$ cat src/rtl/vis_acquire_ctrl_pkg.sv
// Shared definitions for the acquisition sequencer: state encoding and the status-word
// bit positions used by the bus register map.
package vis_acquire_ctrl_pkg;

    typedef enum logic [1:0] {
        StIdle  = 2'd0,
        StArm   = 2'd1,
        StRun   = 2'd2,
        StDrain = 2'd3
    } acq_state_e;

    localparam int unsigned StatusBusyBit     = 0;
    localparam int unsigned StatusDoneBit     = 1;
    localparam int unsigned StatusOverflowBit = 2;
    localparam int unsigned StatusBadCfgBit   = 3;

endpackage

$ cat src/rtl/vis_acquire_ctrl.sv
// Acquisition sequencer: gates the signal-buffer stream into the correlator on block
// boundaries, issues whole frames of cfg_limit blocks and drains until all frames are out.
module vis_acquire_ctrl
    import vis_acquire_ctrl_pkg::*;
#(
    parameter int unsigned LBITS = 26,
    parameter int unsigned FBITS = 16
) (
    input  logic             clock,
    input  logic             reset_n,
    input  logic             cfg_start_i,
    input  logic             cfg_stop_i,
    input  logic [LBITS-1:0] cfg_limit_i,
    input  logic [FBITS-1:0] cfg_frames_i,
    input  logic             buf_valid_i,
    input  logic             buf_first_i,
    input  logic             acc_valid_i,
    input  logic             acc_last_i,
    input  logic             acc_ready_i,
    output logic             cor_valid_o,
    output logic [LBITS-1:0] acc_limit_o,
    output logic             busy_o,
    output logic             done_o,
    output logic             overflow_o,
    output logic             bad_cfg_o,
    output logic [FBITS-1:0] frames_o
);

    acq_state_e       state_q, state_d;
    logic [LBITS-1:0] lim_q, lim_d;
    logic [LBITS-1:0] blk_q, blk_d;
    logic [FBITS-1:0] quota_q, quota_d;
    logic [FBITS-1:0] issued_q, issued_d;
    logic [FBITS-1:0] frames_q, frames_d;
    logic             overflow_q, overflow_d;
    logic             bad_cfg_q, bad_cfg_d;
    logic             stop_pend_q, stop_pend_d;
    logic             done_q, done_d;

    logic boundary, fend, quota_hit, close, frame_out, ovf_evt;

    assign boundary  = buf_valid_i & buf_first_i;
    assign fend      = boundary & (blk_q == lim_q - LBITS'(1));
    assign quota_hit = (quota_q != '0) & (issued_q == quota_q);
    // A stop arriving on the closing boundary itself still takes effect there.
    assign close     = (state_q == StRun) & fend
                     & (stop_pend_q | cfg_stop_i | overflow_q | quota_hit);
    assign frame_out = acc_valid_i & acc_last_i & acc_ready_i;
    assign ovf_evt   = acc_valid_i & ~acc_ready_i;

    assign cor_valid_o = buf_valid_i & (((state_q == StArm) & buf_first_i)
                                      | ((state_q == StRun) & ~close));
    assign acc_limit_o = lim_q;
    assign busy_o      = (state_q != StIdle);
    assign done_o      = done_q;
    assign overflow_o  = overflow_q;
    assign bad_cfg_o   = bad_cfg_q;
    assign frames_o    = frames_q;

    always_comb begin
        state_d     = state_q;
        lim_d       = lim_q;
        blk_d       = blk_q;
        quota_d     = quota_q;
        issued_d    = issued_q;
        frames_d    = frames_q;
        overflow_d  = overflow_q | ovf_evt;
        bad_cfg_d   = bad_cfg_q;
        stop_pend_d = stop_pend_q;
        done_d      = 1'b0;

        // Late frames are counted in every state, including IDLE.
        if (frame_out) begin
            frames_d = frames_q + FBITS'(1);
        end

        unique case (state_q)
            StIdle: begin
                if (cfg_start_i) begin
                    if (cfg_limit_i != '0) begin
                        state_d     = StArm;
                        lim_d       = cfg_limit_i;
                        quota_d     = cfg_frames_i;
                        frames_d    = '0;
                        overflow_d  = ovf_evt;
                        bad_cfg_d   = 1'b0;
                        issued_d    = '0;
                        blk_d       = '0;
                        stop_pend_d = 1'b0;
                    end else begin
                        bad_cfg_d = 1'b1;
                    end
                end
            end
            StArm: begin
                if (cfg_stop_i) begin
                    state_d = StIdle;
                    done_d  = 1'b1;
                end else if (boundary) begin
                    // The opening boundary starts block 0 of the first frame.
                    state_d  = StRun;
                    issued_d = issued_q + FBITS'(1);
                    blk_d    = '0;
                end
            end
            StRun: begin
                if (close) begin
                    state_d     = StDrain;
                    stop_pend_d = 1'b0;
                end else begin
                    if (cfg_stop_i) begin
                        stop_pend_d = 1'b1;
                    end
                    if (boundary) begin
                        if (fend) begin
                            blk_d    = '0;
                            issued_d = issued_q + FBITS'(1);
                        end else begin
                            blk_d = blk_q + LBITS'(1);
                        end
                    end
                end
            end
            StDrain: begin
                if (frames_q == issued_q) begin
                    state_d = StIdle;
                    done_d  = 1'b1;
                end
            end
            default: state_d = StIdle;
        endcase
    end

    always_ff @(posedge clock or negedge reset_n) begin
        if (!reset_n) begin
            state_q     <= StIdle;
            lim_q       <= '0;
            blk_q       <= '0;
            quota_q     <= '0;
            issued_q    <= '0;
            frames_q    <= '0;
            overflow_q  <= 1'b0;
            bad_cfg_q   <= 1'b0;
            stop_pend_q <= 1'b0;
            done_q      <= 1'b0;
        end else begin
            state_q     <= state_d;
            lim_q       <= lim_d;
            blk_q       <= blk_d;
            quota_q     <= quota_d;
            issued_q    <= issued_d;
            frames_q    <= frames_d;
            overflow_q  <= overflow_d;
            bad_cfg_q   <= bad_cfg_d;
            stop_pend_q <= stop_pend_d;
            done_q      <= done_d;
        end
    end

endmodule

$ cat config.mk
export PLATFORM = sky130hd
export DESIGN_NAME = vis_acquire_ctrl
export DESIGN_NICKNAME = d
export VERILOG_FILES = /design/src/rtl/vis_acquire_ctrl_pkg.sv /design/src/rtl/vis_acquire_ctrl.sv
export SDC_FILE = /design/constraint.sdc
export NUM_CORES = 1
export LEC_CHECK = 0
export CELL_PAD_IN_SITES_DETAIL_PLACEMENT = 1
export CELL_PAD_IN_SITES_GLOBAL_PLACEMENT = 2
export CORE_MARGIN = 5
export CORE_UTILIZATION = 35
export DETAILED_ROUTE_END_ITERATION = 10
export GPL_ROUTABILITY_DRIVEN = 0
export GPL_TIMING_DRIVEN = 0
export PLACE_DENSITY = 0.81
export SETUP_SLACK_MARGIN = 0.15
export SLEW_MARGIN = 20
export SYNTH_ARGS = -nofsm -noshare
export SYNTH_HDL_FRONTEND = slang
export SYNTH_SLANG_ARGS = --single-unit
$ cat constraint.sdc
create_clock -name clock -period 6.2 [get_ports clock]
set_clock_uncertainty 0.1 [all_clocks]
set_input_delay 1.55 -clock clock [delete_from_list [all_inputs] [get_ports clock]]
set_output_delay 1.55 -clock clock [all_outputs]
set_load 0.005 [all_outputs]
==> impl_metrics.env <==
export IMPL_synthAdderAreaFrac=0.0195
export IMPL_die_area_um2=21200
export IMPL_path_delay_family="simple AND/OR/NAND/NOR gates"
export IMPL_synth_top_family_by_area="simple AND/OR/NAND/NOR gates"
export IMPL_diodes=0
export IMPL_dp_hpwl_um=16700
export IMPL_ctsHoldBuffers=0
export IMPL_slew_viol_final=0
export IMPL_final_cells=1105
export IMPL_cp_start_kind="input pin"
export IMPL_postCtsResizedCells=0
export IMPL_crit_path_top_delay_cell="clkdlybuf4s50_1"
export IMPL_ant_nets=0
export IMPL_antenna_found_initial=0
export IMPL_drc=0
export IMPL_drv_cap=0
export IMPL_avgSynthCellArea_um2=8.42
export IMPL_critical_path_cell_chain="clkdlybuf4s50_1, nand2_1, nor3_1, nand4_1, nor4_2, nand4_2, nand2_1, a21boi_0, clkdlybuf4s50_1"
export IMPL_fin_total_pwr_mw=3.26
export IMPL_worst_path_buf_inv=2
export IMPL_finalNetCount=933
export IMPL_clk_latency_ns=0.36
export IMPL_ys_seq_elements=106
export IMPL_worstHoldPathType="reg -> reg"
export IMPL_synth_xor_area_frac=0.0995
export IMPL_start_util=0.357
export IMPL_path_max_fanout=4
export IMPL_hold_viol=0
export IMPL_fp_dieH_um=146
export IMPL_num_rows=49
export IMPL_multi_input_area_um2=3540
export IMPL_grt_setup_unrepaired="no"
export IMPL_core_um2=18000
export IMPL_portBuffers=97
export IMPL_post_cts_buffers=0
export IMPL_critPathCaptureType="primary output"
export IMPL_postSynthCellCount=763
export IMPL_slew_headroom=0.431
export IMPL_cp_arrival_ns=4.08
export IMPL_grt_max_degree=75
export IMPL_syn_area_um2=6430
export IMPL_tightest_slew_ns=0.848
export IMPL_vdd_drop_max_mv=0.182
export IMPL_pwr_share_clk=0.196
export IMPL_p_seq_frac=0.345
export IMPL_synth_simple_area_share=0.294
export IMPL_synthMuxAreaShare=0.00331
export IMPL_synth_compound_area_frac=0.133
export IMPL_max_freq_mhz=175
export IMPL_async_flop_share=1.00
export IMPL_power_switching_mw=1.41
export IMPL_synth_ff_type="dfrtp_1"
export IMPL_internal_power_mw=1.85
export IMPL_synth_cell_types=59
export IMPL_period_needed_ns=5.73
export IMPL_synth_nets=824
export IMPL_ys_warnings_count=0
export IMPL_overflow=0
export IMPL_drt_first_iter_violations=372
export IMPL_vias_per_cell=5.49
export IMPL_synth_edff_count=0
export IMPL_final_layout_size_suffix_gt1_frac=0.0457
export IMPL_chipWidth_um=146
export IMPL_cts_buffers=9
export IMPL_power_frac_comb=0.459
export IMPL_required_ns=4.55
export IMPL_final_util=0.446
export IMPL_critPathMaxStageDelay_ns=0.52
export IMPL_cts_tree="built"
export IMPL_power_leakage_nw=3.37
export IMPL_wirelength_um=21500
export IMPL_period_share=0.924
export IMPL_status="finished, final reports clean"
export IMPL_clk_pin_slew_ns=0.07
export IMPL_setup_viol=0
export IMPL_crit_type="in -> out"
export IMPL_mostFrequentLayoutCell="nand2_1"
export IMPL_grt_pass1_wl_um=35600
export IMPL_io_pins=98
export IMPL_power_switching_share=0.431
export IMPL_dpl_cell_count=1090
export IMPL_syn_to_final_growth_pct=25.1
export IMPL_fill_cells=2147
export IMPL_cts_sinks=106
export IMPL_cts_root_buf="clkbuf_16"
export IMPL_layout_common_cells="nand2_1 (168), dfrtp_1 (106), clkdlybuf4s50_1 (96)"
export IMPL_wl_per_cell_um=19.4
export IMPL_drt_pass1_iterations=4
export IMPL_register_area_um2=2650
export IMPL_powerDensity_nw_per_um2=405
export IMPL_grt_use_total=0.205
export IMPL_num_vias=6062
export IMPL_cts_path_max_buffers=2
export IMPL_htreeDepth=3
export IMPL_grt_pass1_vias=6707
export IMPL_yosysSeqAreaShare=0.413
flip-flops by register name, summed over array words and instances, names as in the netlist, 16 cells and up, named ones only:
signal,count
blk_q,26
acc_limit_o,26
frames_o,16
quota_q,16
issued_q,16
layer usage:
layer,GRT usage,part of all wire,up-vias
li1,-,-,2909
met1,0.247,0.43,3047
met2,0.381,0.53,86
met3,0.0321,0.026,20
met4,0.0466,0.013,0
met5,0,0,-
logic make-up (layout without fill, tap and decap cells):
family | after synthesis | in the layout
compound gates | 131 | 131
xor+xnor | 73 | 73
fa+ha+maj | 10 | 10
buf+inv | 58 | 171
flops | 106 | 106
mux | 2 | 2
simple gates | 383 | 383
worst min-delay path, cell delays in order, from the launching register on:
cell and delay (ns):
dfrtp_1 0.35, nand2_1 0.06, o31ai_1 0.06
power by group through the flow:
| stage | combinational (mW) | clock, mW | sequential (mW) |
|---|---|---|---|
| after floorplan | 0.902 | 0 | 1.05 |
| after global placement | 1.46 | 0 | 1.13 |
| after detailed placement | 1.50 | 0 | 1.13 |
| after CTS | 1.51 | 0.651 | 1.12 |
| after global routing | 1.67 | 0.675 | 1.15 |
| final | 1.50 | 0.638 | 1.12 |
cells in the mapped netlist (all sizes together), types with 4 or more instances:
cell,count,area share
and2,8,0.0078
or4,13,0.015
o21a,7,0.0082
nor2b,11,0.011
o211ai,4,0.0047
dfrtp,106,0.41
or3,9,0.0088
nand4,17,0.018
nor4,27,0.026
nand2,168,0.098
o31ai,22,0.026
o22ai,4,0.0039
ha,10,0.019
nand3,34,0.026
o21ai,40,0.032
xor2,34,0.046
nand2b,8,0.0078
clkbuf,26,0.015
a21oi,22,0.017
xnor2,39,0.053
nor2,37,0.022
nor3,13,0.010
buf,9,0.0093
inv,23,0.013
and3,18,0.018
o31a,5,0.0068
or2,6,0.0058
o41ai,6,0.0082
final timing paths:
check	startpoint	end	slack [ns]	depth (start not counted)
max in group asynchronous	reset_n	issued_q[2]	4.33	2
hold reg to reg	bad_cfg_o	bad_cfg_o	0.40	2
min in group asynchronous	reset_n	acc_limit_o[8]	0.97	1
setup reg to reg	acc_limit_o[7]	blk_q[13]	2.19	12
hold / removal	bad_cfg_o	bad_cfg_o	0.40	2
setup / recovery	buf_valid_i	cor_valid_o	0.47	9
layout make-up:
type                    count  area share
inverters                  23      0.0107
flip-flops and latches    106       0.330
clock inverters             5      0.0107
well taps                 229      0.0356
multi-input cells         599       0.441
clock buffers              10      0.0285
repair buffers             98       0.124
plain buffers              35      0.0196
per-stage QoR:
step / setup TNS [ns] / hold slack [ns] / setup slack (ns) / cell area (um^2)
after CTS: 0 / 0.406 / 0.187 / 8030
after global routing: 0 / 0.443 / 0.227 / 8040
after detailed placement: 0 / 0.387 / 0.236 / 7710
after floorplan: 0 / 0.372 / 1.90 / 6430
final: 0 / 0.400 / 0.470 / 8040
after global placement: -86.66 / 0.379 / -0.831 / 7680
Note: power is estimated with default switching activity, not from simulation.
